<file path="config.mk">
export PLATFORM = sky130hd
export DESIGN_NAME = serial_dac_frame_rx
export DESIGN_NICKNAME = d
export VERILOG_FILES = /design/src/rtl/serial_dac_pkg.sv /design/src/rtl/serial_lane_rx.sv /design/src/rtl/serial_dac_frame_rx.sv
export SDC_FILE = /design/constraint.sdc
export NUM_CORES = 1
export LEC_CHECK = 0
export BUFFER_PORTS_ARGS = -buffer_cell sky130_fd_sc_hd__buf_4
export CAP_MARGIN = 25
export CORE_MARGIN = 2
export CORE_UTILIZATION = 49
export CTS_CLUSTER_DIAMETER = 30
export DETAILED_ROUTE_END_ITERATION = 8
export PLACE_DENSITY = 0.71
export SKIP_CTS_REPAIR_TIMING = 1
export SLEW_MARGIN = 20
export SYNTH_ARGS = -nofsm -noshare
export SYNTH_HDL_FRONTEND = slang
export SYNTH_SLANG_ARGS = --single-unit
</file>
<file path="constraint.sdc">
create_clock -name sysclk -period 12.4 [get_ports sysclk]
set_clock_uncertainty 0.2 [all_clocks]
set_input_delay 0.62 -clock sysclk [delete_from_list [all_inputs] [get_ports sysclk]]
set_output_delay 0.62 -clock sysclk [all_outputs]
set_load 0.02 [all_outputs]
</file>
<file path="src/rtl/serial_dac_pkg.sv">
// Shared types and constants for the dual-lane serial DAC frame receiver.
// Frame layout: {cmd[3:0], addr[3:0], data[DATA_W-1:0]}, sent MSB first.
package serial_dac_pkg;

  localparam int DEF_DATA_W     = 16;
  localparam int DEF_FRAME_BITS = 24;

  typedef logic [3:0]            cmd_t;
  typedef logic [3:0]            addr_t;
  typedef logic [DEF_DATA_W-1:0] data_t;

  typedef struct packed {
    cmd_t  cmd;
    addr_t addr;
    data_t data;
  } frame_t;

  localparam cmd_t CMD_NOP    = 4'h0;
  localparam cmd_t CMD_WR_IN  = 4'h1;
  localparam cmd_t CMD_UPD    = 4'h2;
  localparam cmd_t CMD_WR_UPD = 4'h3;

  localparam addr_t ADDR_ALL = 4'hF;

  typedef enum logic [1:0] {
    ST_IDLE,
    ST_SHIFT,
    ST_CHECK
  } lane_st_e;

  function automatic logic frame_legal(
    input cmd_t  c,
    input addr_t a,
    input int    num_ch
  );
    return (c <= CMD_WR_UPD) &&
           ((a == ADDR_ALL) || (int'(a) < num_ch));
  endfunction

endpackage

</file>
<file path="src/rtl/serial_lane_rx.sv">
// One SPI lane deserializer: shifts bits on detected spi_clk rises and
// qualifies the frame when chip select returns high.
module serial_lane_rx
  import serial_dac_pkg::*;
#(
  parameter int NUM_CH     = 4,
  parameter int FRAME_BITS = DEF_FRAME_BITS
) (
  input  logic                  clk_i,
  input  logic                  rst_i,
  input  logic                  cs_fall_i,
  input  logic                  cs_rise_i,
  input  logic                  spi_rise_i,
  input  logic                  sdi_i,
  input  logic                  abort_i,
  output logic [FRAME_BITS-1:0] frame_word_o,
  output logic                  frame_valid_o,
  output logic                  frame_err_o
);

  localparam int CW = $clog2(FRAME_BITS + 1);

  lane_st_e              state_q;
  logic [FRAME_BITS-1:0] shift_q;
  logic [FRAME_BITS-1:0] word_q;
  logic [CW-1:0]         cnt_q;
  logic                  ovr_q;
  logic                  valid_q;
  logic                  err_q;
  logic                  legal_w;
  logic                  full_w;

  assign legal_w = frame_legal(shift_q[FRAME_BITS-1 -: 4],
                               shift_q[FRAME_BITS-5 -: 4],
                               NUM_CH);
  assign full_w  = (cnt_q == CW'(FRAME_BITS));

  always_ff @(posedge clk_i or posedge rst_i) begin
    if (rst_i) begin
      state_q <= ST_IDLE;
      shift_q <= '0;
      word_q  <= '0;
      cnt_q   <= '0;
      ovr_q   <= 1'b0;
      valid_q <= 1'b0;
      err_q   <= 1'b0;
    end else begin
      valid_q <= 1'b0;
      err_q   <= 1'b0;
      // DAC soft reset silently drops whatever was in flight
      if (abort_i) begin
        state_q <= ST_IDLE;
      end else begin
        unique case (state_q)
          ST_IDLE: begin
            if (cs_fall_i) begin
              shift_q <= '0;
              cnt_q   <= '0;
              ovr_q   <= 1'b0;
              state_q <= ST_SHIFT;
            end
          end
          ST_SHIFT: begin
            if (spi_rise_i) begin
              if (full_w) begin
                ovr_q <= 1'b1;
              end else begin
                shift_q <= {shift_q[FRAME_BITS-2:0], sdi_i};
                cnt_q   <= cnt_q + 1'b1;
              end
            end
            if (cs_rise_i) begin
              state_q <= ST_CHECK;
            end
          end
          ST_CHECK: begin
            if (full_w && !ovr_q && legal_w) begin
              valid_q <= 1'b1;
              word_q  <= shift_q;
            end else begin
              err_q <= 1'b1;
            end
            state_q <= ST_IDLE;
          end
          default: state_q <= ST_IDLE;
        endcase
      end
    end
  end

  assign frame_word_o  = word_q;
  assign frame_valid_o = valid_q;
  assign frame_err_o   = err_q;

endmodule

</file>
<file path="src/rtl/serial_dac_frame_rx.sv">
// Dual-lane serial DAC receiver modelling the DAC input/output register map.
// Optional SERIAL_DAC_FRAME_CNT_EN adds per-lane accepted-frame counters.
module serial_dac_frame_rx
  import serial_dac_pkg::*;
#(
  parameter int NUM_CH     = 4,
  parameter int DATA_W     = DEF_DATA_W,
  parameter int FRAME_BITS = DEF_FRAME_BITS
) (
  input  logic                         sysclk,
  input  logic                         reset,
  input  logic                         cs_n_i,
  input  logic                         spi_clk_i,
  input  logic                         sdi0_i,
  input  logic                         sdi1_i,
  input  logic                         ldac_n_i,
  input  logic                         reset_dac_i,
  output logic [2*NUM_CH*DATA_W-1:0]   dac_code_o,
  output logic [1:0]                   frame_valid_o,
  output logic [2*FRAME_BITS-1:0]      frame_word_o,
  output logic [1:0]                   frame_err_o
`ifdef SERIAL_DAC_FRAME_CNT_EN
  ,
  output logic [31:0]                  frame_cnt_o
`endif
);

  // bit order: cs, spi, sdi0, sdi1, ldac, reset_dac
  logic [5:0] in_w;
  logic [5:0] s1_q;
  logic [5:0] s2_q;
  logic [5:0] prev_q;

  assign in_w = {reset_dac_i, ldac_n_i, sdi1_i,
                 sdi0_i, spi_clk_i, cs_n_i};

  // Idle-low reset values keep a held-low cs/ldac from looking like a fall
  always_ff @(posedge sysclk or posedge reset) begin
    if (reset) begin
      s1_q   <= '0;
      s2_q   <= '0;
      prev_q <= '0;
    end else begin
      s1_q   <= in_w;
      s2_q   <= s1_q;
      prev_q <= s2_q;
    end
  end

  logic cs_fall_w;
  logic cs_rise_w;
  logic spi_rise_w;
  logic ldac_fall_w;
  logic rdac_w;

  assign cs_fall_w   = ~s2_q[0] &  prev_q[0];
  assign cs_rise_w   =  s2_q[0] & ~prev_q[0];
  assign spi_rise_w  =  s2_q[1] & ~prev_q[1];
  assign ldac_fall_w = ~s2_q[4] &  prev_q[4];
  assign rdac_w      =  s2_q[5];

  logic [1:0][FRAME_BITS-1:0] word_w;
  logic [1:0]                 valid_w;
  logic [1:0]                 err_w;

  for (genvar g = 0; g < 2; g++) begin : g_lane
    serial_lane_rx #(
      .NUM_CH     (NUM_CH),
      .FRAME_BITS (FRAME_BITS)
    ) u_lane (
      .clk_i         (sysclk),
      .rst_i         (reset),
      .cs_fall_i     (cs_fall_w),
      .cs_rise_i     (cs_rise_w),
      .spi_rise_i    (spi_rise_w),
      .sdi_i         (s2_q[2+g]),
      .abort_i       (rdac_w),
      .frame_word_o  (word_w[g]),
      .frame_valid_o (valid_w[g]),
      .frame_err_o   (err_w[g])
    );
  end

  logic [1:0][NUM_CH-1:0][DATA_W-1:0] in_q;
  logic [1:0][NUM_CH-1:0][DATA_W-1:0] in_d;
  logic [1:0][NUM_CH-1:0][DATA_W-1:0] out_q;
  logic [1:0][NUM_CH-1:0][DATA_W-1:0] out_d;

  always_comb begin
    cmd_t              cmd;
    addr_t             addr;
    logic [DATA_W-1:0] data;
    in_d  = in_q;
    out_d = out_q;
    cmd   = CMD_NOP;
    addr  = '0;
    data  = '0;
    for (int l = 0; l < 2; l++) begin
      cmd  = word_w[l][FRAME_BITS-1 -: 4];
      addr = word_w[l][FRAME_BITS-5 -: 4];
      data = word_w[l][DATA_W-1:0];
      for (int c = 0; c < NUM_CH; c++) begin
        if (valid_w[l] &&
            (addr == ADDR_ALL || addr == addr_t'(c))) begin
          case (cmd)
            CMD_WR_IN: in_d[l][c] = data;
            CMD_UPD:   out_d[l][c] = in_q[l][c];
            CMD_WR_UPD: begin
              in_d[l][c]  = data;
              out_d[l][c] = data;
            end
            default: ;
          endcase
        end
      end
    end
    // LDAC transfers the post-write input value
    if (ldac_fall_w) begin
      out_d = in_d;
    end
    if (rdac_w) begin
      in_d  = '0;
      out_d = '0;
    end
  end

  always_ff @(posedge sysclk or posedge reset) begin
    if (reset) begin
      in_q  <= '0;
      out_q <= '0;
    end else begin
      in_q  <= in_d;
      out_q <= out_d;
    end
  end

`ifdef SERIAL_DAC_FRAME_CNT_EN
  logic [1:0][15:0] cnt_q;

  always_ff @(posedge sysclk or posedge reset) begin
    if (reset) begin
      cnt_q <= '0;
    end else if (rdac_w) begin
      cnt_q <= '0;
    end else begin
      for (int l = 0; l < 2; l++) begin
        if (valid_w[l]) begin
          cnt_q[l] <= cnt_q[l] + 16'd1;
        end
      end
    end
  end

  assign frame_cnt_o = cnt_q;
`endif

  assign dac_code_o    = out_q;
  assign frame_valid_o = valid_w;
  assign frame_word_o  = word_w;
  assign frame_err_o   = err_w;

endmodule

</file>
==> run summary <==
### Power and ir drop
- 0.000117 V — Peak VDD IR
- 0.215 — switching power as a share of total power
- 0.625 — clock share of power
- 0.802 mW — Switching Power
- 167 nW/um2 — PwrDens
- 0.030 — combinational group share of total power
- 11.0 nW — cell leakage power
- 2.92 mW — Power Internal
- 0.345 — register share of total power
- 3.73 mW — Final Total Pwr

### Global route
- 13,900 — via count of the first global-routing pass
- 110 — pin count of the biggest net entering global routing
- 0.408 — met2 Use GR
- 80.5 mm — wire length of the first global-routing pass
- 0 — number of antenna violations at the first check in global routing
- 0.384 — met1 Resource Use GR
- 0.270 — global routing usage summed across all routing layers
- 0 — final global-route overflow total
- met2 — Most Used Layer, Global Route
- 0.0537 — GR Layer Usage met3

### Critical path
- flip-flop — CP Launch Type
- flip-flop — Worst Setup End Kind
- 12.66 ns — required time worst endpoint
- reg -> reg — Worst Setup Path Type
- 8.76 ns — Worst R2R Setup Slack
- 3.90 ns — Worst EP arrival
- 72 — CP max FO

### Timing
- 8.76 ns — slack of the critical path
- 0 ns — Post-Route Setup TNS
- 275 MHz — FMAX
- no — RSZ-0062 raised after global routing
- 33 — final count of hold timing violations
- 3.64 ns — time the worst path needs with I/O delays and setup
- 0.331 — worst relative slew slack
- 0.293 — Final period util
- 0 — setup-violating endpoint count in the final report
- -0.0845 ns — final-layout worst hold slack
- 1.00 ns — actual slew at the worst max-slew pin
- 0 — max-slew violation total from the final report

### Final layout
- 0.238 — share of cells above drive strength 1
- dfrtp_1 — most common cell after layout, fill and taps aside
- dfrtp_1 (386), buf_4 (211), nor2_1 (183), mux2i_1 (139), clkbuf_16 (87) — commonest cells after routing, fill and taps aside
- 9690 um2 — area taken by flip-flops and latches
- 7310 um2 — area used by multi-input combinational logic
- 1,734 — final layout net count
- 27.3% — growth of design area from synthesis to finish
- 0.631 — utilization after layout
- 2,721 — Fill cells
- 2,252 — final instance count without filler cells

### Drt
- 22.5 um — Routed WL per cell
- 0 — number of remaining DRC errors
- 6.13 — routed via count divided by cell count
- 50.8 mm — post-detailed-routing wire length
- 1,251 — initial DRC count
- 0 — DRT antenna net count
- 5 — detailed-router iteration count before antenna repair
- 13,800 — overall via count from detail_route

### Placed design
- 0.835 — placer congestion estimate
- 8.23 ns — Worst Setup Slack post-DPL
- 30.5 mm — post-detail-place hpwl
- 2,084 — Placed Cells incl. Taps
- 187 — number of port buffers

### Clock tree
- 3 — maximum count of clock buffers along a single path
- 84 — Inserted Clock Buffers
- yes — CTS tree
- 387 — Sinks on Clock Net
- 3 — CTS HTree Levels
- 0.05 ns — clock transition time at the flip-flop clock pins of the worst setup and hold paths
- clkbuf_16 — cell at the root of the clock tree
- 0.59 ns — clock latency of the later-clocked register in the worst-skew pair

### Die
- 69 — number of placement rows
- 35,400 um2 — area of the core region
- 37,400 um2 — die area
- 0.496 — Initial Util
- 193 um — floorplan die width
- 193 um — y dimension of the die
- 188 — Boundary Pins

### Logic synthesis
- 70 — distinct cell type count after synthesis
- 0 — number of flops mapped to enable cells by yosys
- 1.00 — share of synthesized flip-flops with an asynchronous set or reset
- 0.551 — part of the Yosys area used for sequential elements
- 1,546 — net count after synthesis
- 0.149 — area fraction in compound gates after synthesis
- 17,600 um2 — area of the mapped netlist
- compound AO/OA/AOI/OAI gates — main combinational cell family by area after synthesis
- 0.120 — portion of netlist area occupied by mux cells
- dfrtp_1 — dominant synthesized flop cell
- 387 — number of flip-flops and latches in the synthesized netlist
- 0.137 — simple-gate portion of the synthesized area
- 1,534 — synthesized instance count
- 0 — Yosys warnings
- 11.4 um2 — mean instance size in the synthesized netlist
- 0.00285 — share of synthesized cell area in full adder, half adder and majority cells
- 0.00249 — post-synthesis share of cell area spent on xor and xnor gates

### Run status
- hold timing — violated checks
- finished with violations — result of the run

### Flow run
- 0 — count of maximum capacitance violations

### Worst hold path
- in -> async — class of the most critical hold timing path

## final timing paths
| path | startpoint | end | depth (start not counted) |
|---|---|---|---|
| worst max-delay path | s2_q[5] | g_lane[1].u_lane.frame_word_o[15] | 6 |
| worst min-delay path | reset | s1_q[2] | 2 |
| worst max register to register | s2_q[5] | g_lane[1].u_lane.frame_word_o[15] | 6 |
| worst min register to register | s1_q[1] | s2_q[1] | 0 |
| max in group asynchronous | reset | in_q[111] | 5 |
| min in group sysclk | s1_q[1] | s2_q[1] | 0 |
## power groups by stage
stage	combinational [mW]	clock (mW)	sequential (mW)
after floorplan	0.0694	0	1.30
after global placement	0.105	0	1.30
after detailed placement	0.107	0	1.30
after CTS	0.108	2.35	1.28
after global routing	0.122	2.42	1.28
final	0.111	2.33	1.29
## synthesized netlist by cell type (all sizes together) (4+ instances only)
library cell	count	area [um2]
and3	11	68.8
o22ai	13	81.3
a22o	52	455
nor2	184	691
o21ai	73	429
mux2	64	721
nor2b	7	43.8
mux2i	139	1390
buf	55	355
o32ai	27	236
a211oi	11	87.6
o31ai	6	50.1
a2111oi	6	90.1
ha	4	50.1
xor2	4	35.0
a211o	11	96.3
and2	63	394
a311oi	9	78.8
and4	4	37.5
a221oi	11	103
dfrtp	387	9680
a21oi	15	78.8
o211a	13	130
nand4	6	37.5
and4bb	4	53.8
o221ai	50	438
nor3	11	55.1
or2	4	25.0
inv	9	33.8
o211ai	17	133
clkbuf	68	255
nand2	61	229
a21o	9	67.6
nor3b	7	52.6
nand3	74	370
and3b	16	140
nor4b	4	53.8
## layer usage
layer  share of wire  vias to the layer above  wire [um]
met5               0                        -          0
met4           0.029                        0       1490
met3           0.075                       98       3820
met2            0.46                      626      23500
met1            0.43                     7047      22000
li1                -                     6034          -
## state kept, by name, indices dropped and copies added, names as in the netlist, 4 cells and up
| name | cells |
|---|---|
| g_lane.u_lane.shift_q | 48 |
| s1_q | 6 |
| in_q | 128 |
| g_lane.u_lane.state_q | 4 |
| s2_q | 6 |
| g_lane.u_lane.cnt_q | 10 |
| dac_code_o | 128 |
| g_lane.u_lane.frame_word_o | 48 |
## area by class of cell
| class | instances | share of cell area |
|---|---|---|
| Clock buffer | 112 | 0.106 |
| Inverter | 9 | 0.00185 |
| Tap cell | 461 | 0.0258 |
| Sequential cell | 387 | 0.433 |
| Timing Repair Buffer | 225 | 0.0786 |
| Multi-Input combinational cell | 1015 | 0.327 |
| Clock inverter | 42 | 0.0275 |
| Antenna cell | 1 | 0.000112 |
## critical path: stages (launching register included)
cell	delay, ns
dfrtp_4	0.59
buf_4	0.69
buf_4	0.78
nor3b_1	0.15
nand2_1	0.39
buf_6	0.26
mux2_1	0.35
## cell families (layout without fill, tap and decap cells)
logic type      count (synthesis)  after routing
simple gates                  473            473
flops                         387            387
compound gates                330            330
mux                           203            203
buf+inv                       132            388
xor+xnor                        5              5
fa+ha+maj                       4              4
other cells                     0              1
## stage by stage
stage	area, um2	hold slack (ns)
after floorplan	17600	0.131
after global placement	19200	0.134
after detailed placement	19200	0.136
after CTS	22200	-0.0799
after global routing	22300	0.0218
final	22400	-0.0845
(Power assumes the default switching activity.)
